$ cat src/rtl/serial_sorter_if.sv
// Word-stream interface of the serial sorter: input frame, sorted output frame and status.
interface serial_sorter_if #(
  parameter int unsigned WIDTH = 32
) ();
  logic [WIDTH-1:0] data_serial_i;
  logic             data_valid_i;
  logic             data_last_i;
  logic             descending_i;
  logic             data_ready_o;
  logic             out_ready_i;
  logic [WIDTH-1:0] data_serial_o;
  logic             data_valid_o;
  logic             data_last_o;
  logic             busy_o;

  // Sorter side
  modport slave (
    input  data_serial_i, data_valid_i, data_last_i, descending_i, out_ready_i,
    output data_ready_o, data_serial_o, data_valid_o, data_last_o, busy_o
  );

  // Producer/consumer side
  modport master (
    output data_serial_i, data_valid_i, data_last_i, descending_i, out_ready_i,
    input  data_ready_o, data_serial_o, data_valid_o, data_last_o, busy_o
  );
endinterface

$ cat src/rtl/serial_sorter.sv
// Frame sorter: loads up to DEPTH words, sorts them by odd-even transposition
// in DEPTH cycles, then streams the N loaded words back out in order.
module serial_sorter #(
  parameter int unsigned WIDTH  = 32,
  parameter int unsigned DEPTH  = 10,
  parameter bit          SIGNED = 1'b1
) (
  input  logic           clk,
  input  logic           rst_n,
  serial_sorter_if.slave bus
);

  localparam int unsigned      CW        = $clog2(DEPTH + 1);
  localparam logic [CW-1:0]    DEPTH_CNT = CW'(DEPTH);
  localparam logic [CW-1:0]    LAST_PASS = CW'(DEPTH - 1);
  localparam logic [WIDTH-1:0] MAX_VAL   = SIGNED ? {1'b0, {(WIDTH-1){1'b1}}} : {WIDTH{1'b1}};
  localparam logic [WIDTH-1:0] MIN_VAL   = SIGNED ? {1'b1, {(WIDTH-1){1'b0}}} : {WIDTH{1'b0}};

  typedef enum logic [1:0] {LOAD, SORT, OUT} state_t;

  state_t           state_q, state_n;
  logic [WIDTH-1:0] slot_q [DEPTH];
  logic [WIDTH-1:0] slot_n [DEPTH];
  logic [CW-1:0]    cnt_q, cnt_n;
  logic [CW-1:0]    k_q, k_n;
  logic             desc_q, desc_n;
  logic             ready_q, ready_n;
  logic             valid_q, valid_n;
  logic             last_q, last_n;
  logic             busy_q, busy_n;
  logic [WIDTH-1:0] data_q, data_n;
  logic             order_c;
  logic [WIDTH-1:0] cur_word_c, nxt_word_c;

  // True when the lower slot must move above the upper slot (equal words stay put)
  function automatic logic out_of_order(input logic [WIDTH-1:0] lo,
                                        input logic [WIDTH-1:0] hi,
                                        input logic             desc);
    logic gt, lt;
    if (SIGNED) begin
      gt = $signed(lo) > $signed(hi);
      lt = $signed(lo) < $signed(hi);
    end else begin
      gt = lo > hi;
      lt = lo < hi;
    end
    return desc ? lt : gt;
  endfunction

  // Read mux for the current and following output slot
  always_comb begin
    cur_word_c = '0;
    nxt_word_c = '0;
    for (int i = 0; i < int'(DEPTH); i++) begin
      if (CW'(i) == k_q)          cur_word_c = slot_q[i];
      if (CW'(i) == k_q + CW'(1)) nxt_word_c = slot_q[i];
    end
  end

  // Next-state, datapath and registered-output logic
  always_comb begin
    state_n = state_q;
    slot_n  = slot_q;
    cnt_n   = cnt_q;
    k_n     = k_q;
    desc_n  = desc_q;
    data_n  = data_q;
    valid_n = valid_q;
    last_n  = last_q;
    order_c = desc_q;

    unique case (state_q)
      LOAD: begin
        if (bus.data_valid_i && ready_q) begin
          if (cnt_q == '0) begin
            order_c = bus.descending_i;
            desc_n  = bus.descending_i;
          end
          for (int i = 0; i < int'(DEPTH); i++) begin
            if (CW'(i) == cnt_q) slot_n[i] = bus.data_serial_i;
          end
          cnt_n = cnt_q + CW'(1);
          if (bus.data_last_i || cnt_n == DEPTH_CNT) begin
            // Pad unused slots with a value that sorts to the tail
            for (int i = 0; i < int'(DEPTH); i++) begin
              if (CW'(i) >= cnt_n) slot_n[i] = order_c ? MIN_VAL : MAX_VAL;
            end
            state_n = SORT;
            k_n     = '0;
          end
        end
      end
      SORT: begin
        // Even passes pair (0,1),(2,3)..; odd passes pair (1,2),(3,4)..
        for (int i = 0; i < int'(DEPTH) - 1; i++) begin
          if (((i % 2) == 1) == k_q[0]) begin
            if (out_of_order(slot_q[i], slot_q[i+1], desc_q)) begin
              slot_n[i]   = slot_q[i+1];
              slot_n[i+1] = slot_q[i];
            end
          end
        end
        if (k_q == LAST_PASS) begin
          state_n = OUT;
          k_n     = '0;
        end else begin
          k_n = k_q + CW'(1);
        end
      end
      OUT: begin
        if (!valid_q) begin
          valid_n = 1'b1;
          data_n  = cur_word_c;
          last_n  = (k_q == cnt_q - CW'(1));
        end else if (bus.out_ready_i) begin
          if (last_q) begin
            state_n = LOAD;
            valid_n = 1'b0;
            last_n  = 1'b0;
            data_n  = '0;
            cnt_n   = '0;
            k_n     = '0;
            desc_n  = 1'b0;
          end else begin
            k_n    = k_q + CW'(1);
            data_n = nxt_word_c;
            last_n = (k_q + CW'(1) == cnt_q - CW'(1));
          end
        end
      end
      default: state_n = LOAD;
    endcase

    ready_n = (state_n == LOAD);
    busy_n  = (state_n != LOAD);
  end

  // State and datapath registers
  always_ff @(posedge clk or negedge rst_n) begin
    if (!rst_n) begin
      state_q <= LOAD;
      slot_q  <= '{default: '0};
      cnt_q   <= '0;
      k_q     <= '0;
      desc_q  <= 1'b0;
      ready_q <= 1'b0;
      valid_q <= 1'b0;
      last_q  <= 1'b0;
      busy_q  <= 1'b0;
      data_q  <= '0;
    end else begin
      state_q <= state_n;
      slot_q  <= slot_n;
      cnt_q   <= cnt_n;
      k_q     <= k_n;
      desc_q  <= desc_n;
      ready_q <= ready_n;
      valid_q <= valid_n;
      last_q  <= last_n;
      busy_q  <= busy_n;
      data_q  <= data_n;
    end
  end

  assign bus.data_ready_o  = ready_q;
  assign bus.data_serial_o = data_q;
  assign bus.data_valid_o  = valid_q;
  assign bus.data_last_o   = last_q;
  assign bus.busy_o        = busy_q;

endmodule

$ cat src/flat_wrapper.sv
// flat-port wrapper written by rule: the top's interface ports become plain ports
module serial_sorter_flat 
#(
  parameter int unsigned WIDTH  = 32,
  parameter int unsigned DEPTH  = 10,
  parameter bit          SIGNED = 1'b1
)
  (clk, rst_n, bus_data_serial_i, bus_data_valid_i, bus_data_last_i, bus_descending_i, bus_out_ready_i, bus_data_ready_o, bus_data_serial_o, bus_data_valid_o, bus_data_last_o, bus_busy_o);
  serial_sorter_if #(.WIDTH(WIDTH)) bus_i ();
  input  logic clk;
  input  logic rst_n;
  input wire logic [$bits(bus_i.data_serial_i)-1:0] bus_data_serial_i;
  input wire logic [$bits(bus_i.data_valid_i)-1:0] bus_data_valid_i;
  input wire logic [$bits(bus_i.data_last_i)-1:0] bus_data_last_i;
  input wire logic [$bits(bus_i.descending_i)-1:0] bus_descending_i;
  input wire logic [$bits(bus_i.out_ready_i)-1:0] bus_out_ready_i;
  output wire logic [$bits(bus_i.data_ready_o)-1:0] bus_data_ready_o;
  output wire logic [$bits(bus_i.data_serial_o)-1:0] bus_data_serial_o;
  output wire logic [$bits(bus_i.data_valid_o)-1:0] bus_data_valid_o;
  output wire logic [$bits(bus_i.data_last_o)-1:0] bus_data_last_o;
  output wire logic [$bits(bus_i.busy_o)-1:0] bus_busy_o;
  assign bus_i.data_serial_i = bus_data_serial_i;
  assign bus_i.data_valid_i = bus_data_valid_i;
  assign bus_i.data_last_i = bus_data_last_i;
  assign bus_i.descending_i = bus_descending_i;
  assign bus_i.out_ready_i = bus_out_ready_i;
  assign bus_data_ready_o = bus_i.data_ready_o;
  assign bus_data_serial_o = bus_i.data_serial_o;
  assign bus_data_valid_o = bus_i.data_valid_o;
  assign bus_data_last_o = bus_i.data_last_o;
  assign bus_busy_o = bus_i.busy_o;
  serial_sorter #(.WIDTH(WIDTH), .DEPTH(DEPTH), .SIGNED(SIGNED)) u_core (.clk(clk), .rst_n(rst_n), .bus(bus_i));
endmodule
$ cat config.mk
export PLATFORM = sky130hd
export DESIGN_NAME = serial_sorter_flat
export DESIGN_NICKNAME = d
export VERILOG_FILES = /design/src/rtl/serial_sorter_if.sv /design/src/rtl/serial_sorter.sv /design/src/flat_wrapper.sv
export SDC_FILE = /design/constraint.sdc
export NUM_CORES = 2
export LEC_CHECK = 0
export ABC_AREA = 0
export CORE_MARGIN = 4
export CORE_UTILIZATION = 30
export DETAILED_ROUTE_END_ITERATION = 6
export DONT_BUFFER_PORTS = 1
export GPL_TIMING_DRIVEN = 0
export HOLD_SLACK_MARGIN = 0.06
export PLACE_DENSITY = 0.53
export SYNTH_ARGS = -nofsm -noshare
export SYNTH_HDL_FRONTEND = slang
export SYNTH_SLANG_ARGS = --single-unit
$ cat constraint.sdc
create_clock -name clk -period 4.05 [get_ports clk]
set_input_delay 0.405 -clock clk [delete_from_list [all_inputs] [get_ports clk]]
set_output_delay 0.405 -clock clk [all_outputs]
set_load 0.03 [all_outputs]
==> impl_metrics.yaml <==
status:
  status: "complete, but fails checks"
  violations: "DRC, hold timing, setup timing"
setup_path:
  end_kind: "flop"
  path_max_fanout: 10
  worstPathRequired_ps: 4540
  startpoint_type: "flop"
  rr_worst_depth: 11
  cp.arrival_ps: 4610
  worst-setup-path-type: "flop to flop"
floorplanning:
  dieArea_um2: 117000
  initial_utilization_pct: 30.3
  die_x_um: 342
  num_rows: 122
  core_um2: 111000
  die_height_um: 342
  num_io_pins: 74
grt:
  grt_overflow: 0
  track_usage_pct: 29.3
  grt_antenna_before_repair: 8
  grt_pass1_wl_mm: 253
  grt_max_degree: 368
  grt_pass1_vias: 35800
clock_network:
  insertion_delay_ps: 630
  htreeDepth: 2
  cts_buffer_depth: 3
  cts_tree: "done"
  cts.root.buffer_cell: "clkbuf_16"
  cts_made_buffers: 48
  cts_hold_buf: 1
  path_clk_slew_ps: 60
  clock-sinks: 367
placement:
  gp_congestion: 1.03
  dp_hpwl_mm: 144
  dp_slack_ps: -2240
  port_buffers: 0
routing:
  antenna_left: 0
  routedWlPerCell_um: 30.3
  viasPerCell: 6.39
  dr.pass1.iters: 7
  drtIter0Drc: 5118
  vias: 37900
  drc: 2
  routed_wl_mm: 180
sta:
  max_freq_mhz: 243
  finalCriticalPeriod_ps: 4120
  timing.hold.ws_ps: -485
  max_slew.worst_pin.slew_ps: 1350
  setup_viol_count_final: 9
  hold_viol: 367
  finalClockSkew_ps: 33.1
  finalCritPeriodShare_pct: 102
  drv_slew: 0
  max_slew_margin_pct: 9.66
  setup_slack_ps: -73.0
  finalSetupTns_ps: -414
pwr:
  leakage_nw: 15.0
  power_per_cell_area_nw_per_um2: 920
  ir_drop_v: 0.000505
layout:
  syn2layout_area_growth_pct: 12.9
  fin_nets: 4745
  drive_above_1_share_pct: 6.85
  fill_cells: 11900
  utilization_pct: 34.2
synth:
  syn_avg_cell_area_um2: 7.72
  async_reset_ff_share_pct: 100
  ys_ff_latch: 367
  ys_seq_area_share_pct: 27.4
  netlist_area_um2: 33600
  syn-instance-count: 4347
  synth_top_cell_by_area: "dfrtp_1"
  synthesis.nets: 4688
  synth_edf_count: 0
  synth.area.top_cells: "dfrtp_1 27%, ha_1 11%, a21oi_1 8.8%"
  yosysWarnings: 0
  synth_ff_type: "dfrtp_1"
  synth.top_cell.area_share_pct: 27.4
  synth.distinct_cells: 72
flow_run:
  cap_violations: 0
worst_hold_path:
  hp-class: "primary input to async pin"
-- registers in the layout, summed over array words and instances, names as in the netlist --
name	count
u_core.bus.data_valid_o	1
u_core.cnt_q	4
u_core.bus.data_last_o	1
u_core.bus.data_serial_o	32
u_core.bus.busy_o	1
u_core.bus.data_ready_o	1
u_core.slot_q	320
u_core.k_q	4
u_core.desc_q	1
u_core.state_q	2
-- logic make-up (layout without fill, tap and decap cells) --
family / Yosys count / in the layout / share of synthesized area [%]
other: 0 / 4 / 0
multiplexers: 47 / 47 / 1.44
XOR/XNOR: 16 / 16 / 0.418
flip-flops: 367 / 367 / 27.4
AND/OR/NAND/NOR: 1046 / 1046 / 13.5
buffers and inverters: 705 / 796 / 8.09
AO/OA/AOI/OAI: 1863 / 1863 / 37.9
adder cells (fa/ha/maj): 303 / 303 / 11.3
-- layer usage --
layer	share of wire [%]	wire length, um	up-vias	track usage (%)
met5	0.047	85	-	0
met4	5.7	10200	8	13.4
met3	11	19200	506	7.32
met2	43	76600	2333	44.8
met1	41	73500	18400	39.0
li1	-	-	16700	-
-- critical path, stage by stage (launching register included) --
cell and delay, ps:
dfrtp_1 470, clkinv_2 310, ha_2 360, nor3b_4 410
buf_4 210, clkbuf_2 310, a211oi_1 170, a221oi_1 580
a211oi_1 210, a211oi_2 440, nor3_1 130, or3_1 360
-- per-stage QoR --
| step | power (mW) | area [um2] | hold slack, ps | std cells |
|---|---|---|---|---|
| 2_1_floorplan | 20.6 | 33600 | 109 | 4347 |
| 3_3_place_gp | 28.4 | 35400 | 143 | 5835 |
| 3_5_place_dp | 28.5 | 35400 | 140 | 5835 |
| 4_1_cts | 33.7 | 37500 | -511 | 5925 |
| 5_1_grt | 36.8 | 37900 | -489 | 5926 |
| 6_report | 34.9 | 37900 | -485 | 5930 |
-- path summary, 6_finish.rpt --
path                                                end               from  slack [ps]
hold reg to reg                       u_core.slot_q[92]  u_core.slot_q[92]         630
max in group asynchronous            u_core.slot_q[281]              rst_n        3600
setup reg to reg           u_core.bus.data_serial_o[31]      u_core.k_q[0]         -70
setup / recovery           u_core.bus.data_serial_o[31]      u_core.k_q[0]         -70
min in group clk                      u_core.state_q[0]    bus_data_last_i         190
hold / removal                         u_core.slot_q[7]              rst_n        -490
-- where the power goes --
| part | internal, mW | switching, mW |
|---|---|---|
| logic | 7.45 | 14.0 |
| clock network | 2.74 | 1.94 |
| registers | 5.05 | 3.64 |
| total | 15.2 | 19.6 |
-- timing repair --
item	4_1_cts	5_1_grt
gates resized for setup	113	133
endpoints found under the setup margin	356	338
hold endpoints to repair	368	367
pin swaps	3	2
setup buffers	8	3
-- Yosys cell counts, types with 16 or more instances --
| library cell | number |
|---|---|
| buf_2 | 30 |
| a21oi_1 | 590 |
| mux2i_1 | 42 |
| a2111oi_0 | 54 |
| a31oi_1 | 27 |
| buf_1 | 51 |
| clkbuf_1 | 308 |
| o22ai_1 | 39 |
| a221o_1 | 205 |
| nand3_1 | 47 |
| a221oi_1 | 197 |
| nor2_1 | 217 |
| nand2_1 | 582 |
| a22oi_1 | 20 |
| a21o_1 | 28 |
| o221ai_1 | 96 |
| ha_1 | 303 |
| o21ai_1 | 16 |
| or3_1 | 16 |
| o211ai_1 | 31 |
| nand4_1 | 53 |
| dfrtp_1 | 367 |
| nor3_1 | 36 |
| o21ai_0 | 312 |
| a311o_1 | 32 |
| nor2b_1 | 21 |
| a211oi_1 | 139 |
| inv_1 | 309 |
-- area by class of cell --
type / count / area, um2 / area share (%)
well taps: 1488 / 1860 / 4.91
plain buffers: 388 / 1630 / 4.30
diodes: 4 / 10.0 / 0.0264
flip-flops and latches: 367 / 9200 / 24.3
clock inverters: 15 / 231 / 0.611
clock buffers: 69 / 1380 / 3.65
multi-input cells: 3275 / 22300 / 58.8
repair buffers: 12 / 105 / 0.277
inverters: 312 / 1170 / 3.10
-- layout by cell type (no fill, tap or decap), types with 45 or more instances in the layout --
master       n
a21oi_1    588
nand2_1    580
dfrtp_1    357
inv_1      309
o21ai_0    305
ha_1       300
clkbuf_1   261
nor2_1     208
a221o_1    205
a221oi_1   171
a211oi_1   131
o221ai_1    93
clkbuf_2    55
nand4_1     53
clkbuf_16   49
a2111oi_0   46
nand3_1     45
No activity file was read; power rests on OpenSTA's default activity.
